<file path="config.mk">
export PLATFORM = sky130hd
export DESIGN_NAME = if_fetch_stage
export DESIGN_NICKNAME = d
export VERILOG_FILES = /design/src/rtl/if_fetch_stage.sv
export SDC_FILE = /design/constraint.sdc
export NUM_CORES = 1
export LEC_CHECK = 0
export BUFFER_PORTS_ARGS = -buffer_cell sky130_fd_sc_hd__buf_2
export CELL_PAD_IN_SITES_DETAIL_PLACEMENT = 0
export CELL_PAD_IN_SITES_GLOBAL_PLACEMENT = 1
export CORE_UTILIZATION = 47
export CTS_CLUSTER_DIAMETER = 100
export DETAILED_ROUTE_END_ITERATION = 7
export GPL_TIMING_DRIVEN = 0
export HOLD_SLACK_MARGIN = 0.1
export PLACE_DENSITY = 0.89
export SLEW_MARGIN = 30
export SYNTH_ARGS = -nofsm -noshare
export SYNTH_HDL_FRONTEND = slang
export SYNTH_SLANG_ARGS = --single-unit
</file>
<file path="constraint.sdc">
create_clock -name clk -period 5.7 [get_ports clk]
set_clock_uncertainty 0.2 [all_clocks]
set_input_delay 0.855 -clock clk [delete_from_list [all_inputs] [get_ports clk]]
set_output_delay 0.855 -clock clk [all_outputs]
set_load 0.005 [all_outputs]
</file>
<file path="src/rtl/if_fetch_stage.sv">
// ============================================================================
// Module      : if_fetch_stage
// Description : Instruction-fetch stage for the 16-bit 5-stage pipeline.
//               Owns the fetch PC, keeps at most one request outstanding to a
//               variable-latency instruction memory, and buffers returned
//               words in an output register plus a one-entry skid buffer.
//               Redirects flush all buffered work and discard any in-flight
//               wrong-path response.
// Revision    : 1.0 - initial release
// ============================================================================
`default_nettype none

module if_fetch_stage #(
  parameter logic [15:0] RESET_PC  = 16'h0000,
  parameter logic [15:0] PC_STEP   = 16'h0001,
  parameter logic [15:0] NOP_INSTR = 16'h4000
) (
  input  logic        clk,
  input  logic        rst,
  input  logic        stall,
  input  logic        redirect,
  input  logic [15:0] redirect_pc,
  output logic        imem_req,
  output logic [15:0] imem_addr,
  input  logic        imem_ack,
  input  logic [15:0] imem_rdata,
  output logic [15:0] out_pc,
  output logic [15:0] out_instr,
  output logic        out_valid
);

  // IDLE: nothing outstanding, WAIT: request outstanding,
  // DROP: request outstanding whose data must be thrown away.
  localparam logic [1:0] ST_IDLE = 2'd0;
  localparam logic [1:0] ST_WAIT = 2'd1;
  localparam logic [1:0] ST_DROP = 2'd2;

  logic [1:0]  state_q,      state_d;
  logic [15:0] pc_q,         pc_d;
  logic [15:0] drop_addr_q,  drop_addr_d;
  logic        out_valid_q,  out_valid_d;
  logic [15:0] out_pc_q,     out_pc_d;
  logic [15:0] out_instr_q,  out_instr_d;
  logic        skid_valid_q, skid_valid_d;
  logic [15:0] skid_pc_q,    skid_pc_d;
  logic [15:0] skid_instr_q, skid_instr_d;

  logic        w_fire;
  logic        w_accept;
  logic        w_consume;
  logic [15:0] w_entry_pc;

  // Memory request: new requests only start with the skid buffer free, so an
  // accepted response always has somewhere to land.
  always_comb begin
    imem_req  = !rst && (((state_q == ST_IDLE) && !skid_valid_q && !redirect) ||
                         (state_q == ST_WAIT) || (state_q == ST_DROP));
    imem_addr = (state_q == ST_DROP) ? drop_addr_q : pc_q;
  end

  // Next-state computation for the FSM, PC and the output/skid buffers.
  always_comb begin
    state_d      = state_q;
    pc_d         = pc_q;
    drop_addr_d  = drop_addr_q;
    out_valid_d  = out_valid_q;
    out_pc_d     = out_pc_q;
    out_instr_d  = out_instr_q;
    skid_valid_d = skid_valid_q;
    skid_pc_d    = skid_pc_q;
    skid_instr_d = skid_instr_q;

    w_fire     = imem_req && imem_ack;
    w_consume  = out_valid_q && !stall;
    w_entry_pc = imem_addr + PC_STEP;
    // A response is kept only when it is on the right path.
    w_accept   = w_fire && (state_q != ST_DROP) && !redirect;

    case (state_q)
      ST_IDLE: begin
        if (imem_req && !imem_ack) state_d = ST_WAIT;
      end
      ST_WAIT: begin
        if (w_fire) begin
          state_d = ST_IDLE;
        end else if (redirect) begin
          // Keep presenting the doomed address until the memory answers.
          state_d     = ST_DROP;
          drop_addr_d = pc_q;
        end
      end
      ST_DROP: begin
        if (w_fire) state_d = ST_IDLE;
      end
      default: state_d = ST_IDLE;
    endcase

    if (redirect) begin
      pc_d         = redirect_pc;
      out_valid_d  = 1'b0;
      out_instr_d  = NOP_INSTR;
      skid_valid_d = 1'b0;
    end else if (w_accept) begin
      pc_d = pc_q + PC_STEP;
      if (!out_valid_q || w_consume) begin
        out_valid_d = 1'b1;
        out_pc_d    = w_entry_pc;
        out_instr_d = imem_rdata;
      end else begin
        skid_valid_d = 1'b1;
        skid_pc_d    = w_entry_pc;
        skid_instr_d = imem_rdata;
      end
    end else if (w_consume) begin
      if (skid_valid_q) begin
        out_pc_d     = skid_pc_q;
        out_instr_d  = skid_instr_q;
        skid_valid_d = 1'b0;
      end else begin
        out_valid_d = 1'b0;
        out_instr_d = NOP_INSTR;
      end
    end
  end

  // State registers with asynchronous reset.
  always_ff @(posedge clk or posedge rst) begin
    if (rst) begin
      state_q      <= ST_IDLE;
      pc_q         <= RESET_PC;
      drop_addr_q  <= 16'h0000;
      out_valid_q  <= 1'b0;
      out_pc_q     <= 16'h0000;
      out_instr_q  <= NOP_INSTR;
      skid_valid_q <= 1'b0;
      skid_pc_q    <= 16'h0000;
      skid_instr_q <= NOP_INSTR;
    end else begin
      state_q      <= state_d;
      pc_q         <= pc_d;
      drop_addr_q  <= drop_addr_d;
      out_valid_q  <= out_valid_d;
      out_pc_q     <= out_pc_d;
      out_instr_q  <= out_instr_d;
      skid_valid_q <= skid_valid_d;
      skid_pc_q    <= skid_pc_d;
      skid_instr_q <= skid_instr_d;
    end
  end

  assign out_valid = out_valid_q;
  assign out_pc    = out_pc_q;
  assign out_instr = out_instr_q;

endmodule

`default_nettype wire
</file>
-- Word level (Yosys, flattened, before mapping)
Cells that the tools add are included.
- word-level logic and storage cells: 79
- memories kept: 0
- RAM bits: 0
- output and inout port bits: 50
- register bits: 100
- memory bits (read-only): 0
- latch bits: 0
- input bits: 37
- mux-type cells: 26
- bitwise logic cells: 3
- add/sub/neg operators: 2
- shift operators: 0
- multipliers: 0
- eq/ne operators: 10
- reduce and logical (&&, ||, !) cells: 29
- $lt $le $gt $ge: 0
- div/mod/pow operators: 0
- operators by type and width (kind ; count):
    $mux 16 ; 12
    $add 16x1->16 const B ; 2
    $reduce_and 3->1 ; 4
    $mux 1 ; 9
    $logic_and 1x1->1 ; 8
    $mux 2 ; 4
    $logic_not 1->1 ; 6
    $ne 3x2->1 const B ; 2
    $ne 3x3->1 const B ; 2
    $pmux 2 s3 ; 1
    $reduce_bool 2->1 ; 3
    $ne 2x1->1 const B ; 2
    $ne 2x2->1 const B ; 2
    $reduce_and 2->1 ; 2
    $reduce_and 4->1 ; 1
    $logic_or 1x1->1 ; 3
    $not 1->1 ; 3
    $reduce_bool 3->1 ; 1
    $eq 2x1->1 const B ; 1
    $eq 2x2->1 const B ; 1
    $logic_not 2->1 ; 1

-- Logic depth before layout (Yosys ltp)
- word-level depth: 11
- gate-level depth with buffers: 12
- depth with buffers taken out: 10

-- Worst setup path before layout
No wires, ideal clock.
- path kind: input port to flip-flop
- start: input rst
- end: register drop_addr_q[0]
- path slack: 1.311 ns
- arrival: 4.065 ns
- stages on the path: 4
- buffers on the path: 1
- setup time: 0.125 ns
- required time: 5.375 ns
- cells stage by stage: inv_1 > a211oi_2 > buf_2 > mux2_2
- word-level cells in the longest chain between the ends: 5
- ends and longest elaborated chain (what ; RTL line ; RTL):
    from (decl) ; 19 ; input logic rst,
    $logic_not 1->1 (no source line) ; - ;
    $logic_and 1x1->1 ; 56 ; imem_req = !rst && (((state_q == ST_IDLE) && !skid_valid_q && !redirect) ||
    $logic_and 1x1->1 ; 73 ; w_fire = imem_req && imem_ack;
    $not 1->1 (no source line) ; - ;
    $reduce_and 3->1 (no source line) ; - ;
    to (signal assigned) ; 141 ; drop_addr_q <= drop_addr_d;
    to (decl) ; 40 ; logic [15:0] drop_addr_q, drop_addr_d;
Every way passes these cells.
A chain may end at the register's enable or synchronous reset.

-- Worst setup path in the final report
- start: register state_q[0]
- end: output imem_addr[6]
- word-level cells in the longest chain between the ends: 2
- ends and longest elaborated chain (what ; RTL line ; RTL):
    from (decl) ; 38 ; logic [1:0] state_q, state_d;
    from (signal assigned) ; 139 ; state_q <= state_d;
    $eq 2x2->1 ; 58 ; imem_addr = (state_q == ST_DROP) ? drop_addr_q : pc_q;
    $mux 16 ; 58 ;
    to (decl) ; 24 ; output logic [15:0] imem_addr,
Every way passes these cells.

==> flow_summary.ini <==
[status]
outcome = complete, no violations

[place]
gp_congestion = 0.830
port_buffers = 85
hpwlAfterDp_um = 8980

[sta]
finalSetupTns_ns = 0
rsz0062_at_grt = false
worst_pin_slew_ns = 0.717
post-route-min-period_ns = 3.28
holdWs_ns = 0.280
setup_viol_count_final = 0
hold_viol = 0
slew_viol_final = 0
fmax_mhz = 305
final.period_utilization_pct = 57.5
maxSlewHeadroom_pct = 52.1

[clocking]
clk_latency_ns = 0.37
cts.clk_slew.worst_paths_ns = 0.10
clkSinkCount = 100
clk_path_buf_depth = 2
cts_resized = 0
cts_buffers = 9
cts_tree = done
htree_levels = 3
postCtsSetupRepairBufs = 0
cts_hold_buf = 0
cts_root_buf = clkbuf_8

[synth]
synthesis.area_per_instance_sq_um = 9.98
ys.flop_type = dfrtp_1
async_flop_share_pct = 100
synth_cells = 498
synth-seq-cells = 100
seq_area_frac_synth_pct = 50.4
synth_fp_nets = 537
synth_edf_count = 0
synth_cell_types = 43
netlist_area_sq_um = 4970
yosysWarnings = 0

[critical_path]
path_max_fanout = 10
crit_required_ns = 4.64
cp_cell_sequence = nand2b_2 > buf_6 > clkbuf_1 > mux2i_1 > inv_1 > buf_2
cp_slowest_stage_delay_ns = 0.49
startpoint_type = flip-flop
critPathCaptureType = output pin
critPathKind = reg2out
arrival_ns = 2.22
slowest_stage = clkbuf_1

[job]
cap_viol_max_count = 0

[floorplan]
core_region_area_sq_um = 10300
rows = 37
io_pins = 87
die_y_um = 105
die-area_sq_um = 11000
start_util_pct = 48.4
die_x_um = 105

[global_routing]
antenna_found_initial = 0
grt.overflow.total = 0
gr-usage-met3_pct = 4.55
grt-busiest-layer = met2
grt_max_degree = 55
grtUsageMet2_pct = 37.0
grt_usage_pct = 23.7
grt_pass1_wl_um = 20400
grt_pass1_vias = 3955
use_met1_pct = 33.2

[routing]
vias_per_cell = 5.43
route.detailed.drc = 0
wl_um = 12000
drtAntennaViolNets = 0
drt_iter0_drc = 222
first_pass_iters = 4
vias = 3996
routedWlPerCell_um = 16.3

[layout]
final_common_cell = nand2_1
nets = 634
drive_gt1_share_pct = 27.2
syn_to_final_growth_pct = 16.8
fillers = 970
n_antenna_cell = 0
final_cell_mix = nand2_1, dfrtp_1, buf_2

[worst_hold_path]
hold_path.class = reg2reg

[pwr]
p_per_area_nw_per_um2 = 378
p_total_mw = 2.19
p_leak_nw = 2.66
peakVddDrop_mv = 0.187
[power breakdown]
part,leakage (nW),switching (mW),total (mW),internal [mW]
clock network,0.0984,0.267,0.477,0.210
logic,1.27,0.373,0.696,0.323
registers,1.29,0.130,1.02,0.890
[worst max-delay path, delay by kind of cell, from the launching register on]
kind / cells / cell delay, ns
buf+inv: 4 / 0.85
flops: 1 / 0.43
mux: 1 / 0.36
simple gates: 1 / 0.21
[logic make-up (layout without fill, tap and decap cells)]
kind of cell	count (synthesis)	count (layout)	share of synthesized area (%)
compound gates	105	105	13.3
xor+xnor	27	27	4.76
fa+ha+maj	2	2	0.503
buf+inv	35	137	2.95
flops	100	100	50.4
mux	53	53	12.3
simple gates	176	176	15.8
[final timing paths]
path / cells past startpoint / end / startpoint / slack (ns)
max: 6 / imem_addr[6] / state_q[0]$_DFFE_PP0P_ / 2.42
min: 2 / out_instr[14]$_DFFE_PP1P_ / out_instr[14]$_DFFE_PP1P_ / 0.28
max reg2reg: 12 / out_pc[10]$_DFFE_PP0P_ / state_q[0]$_DFFE_PP0P_ / 2.57
min reg2reg: 2 / out_instr[14]$_DFFE_PP1P_ / out_instr[14]$_DFFE_PP1P_ / 0.28
max in group asynchronous: 3 / skid_instr_q[14]$_DFFE_PP1P_ / rst / 4.31
min in group asynchronous: 2 / pc_q[15]$_DFFE_PP0P_ / rst / 0.32
[synthesized netlist by cell type (4+ instances only)]
cell	instances	area share, %
a21oi_1	19	1.9
a22oi_1	12	1.8
a31oi_1	5	0.63
and3_1	10	1.3
buf_2	6	0.60
clkbuf_1	21	1.6
dfrtp_1	98	49
inv_1	7	0.53
mux2_2	40	9.1
mux2i_1	10	2.0
nand2_1	107	8.1
nand3_1	18	1.8
nand4_1	7	0.88
nor2_1	15	1.1
nor3_1	6	0.60
o211ai_1	4	0.60
o21ai_0	42	4.2
o21ai_1	4	0.40
o22ai_1	4	0.50
o31ai_1	6	0.91
xnor2_1	17	3.0
xor2_1	10	1.8
[registers in the layout, indices dropped and copies added (netlist names), 2 cells and up]
signal        flops
drop_addr_q      16
out_pc           16
out_instr        16
pc_q             16
state_q           2
skid_instr_q     16
skid_pc_q        16
[layout make-up]
class	instances	area (sq um)	share of cell area, %
Inverter	7	31.3	0.539
Sequential cell	100	2500	43.2
Timing Repair Buffer	86	453	7.80
Clock buffer	9	124	2.13
Tap cell	136	170	2.93
Multi-Input combinational cell	363	2320	39.9
Buffer	28	120	2.07
Clock inverter	7	82.6	1.42
[per-stage QoR]
step / setup slack, ns / cell area [sq um] / util (%) / std cells
detailed placement: 2.47 / 5600 / 54.5 / 720
global route: 2.19 / 5800 / 56.5 / 736
CTS: 2.38 / 5800 / 56.5 / 736
finish: 2.42 / 5800 / 56.5 / 736
floorplan: 1.31 / 4970 / - / 498
global placement: -0.00504 / 5570 / 54.2 / 719
[layer usage]
metal,share of wire [%],up-vias
met1,47,1943
met4,2.1,0
met3,4.1,20
li1,-,1930
met5,0,-
met2,47,103
(Power assumes the default switching activity.)
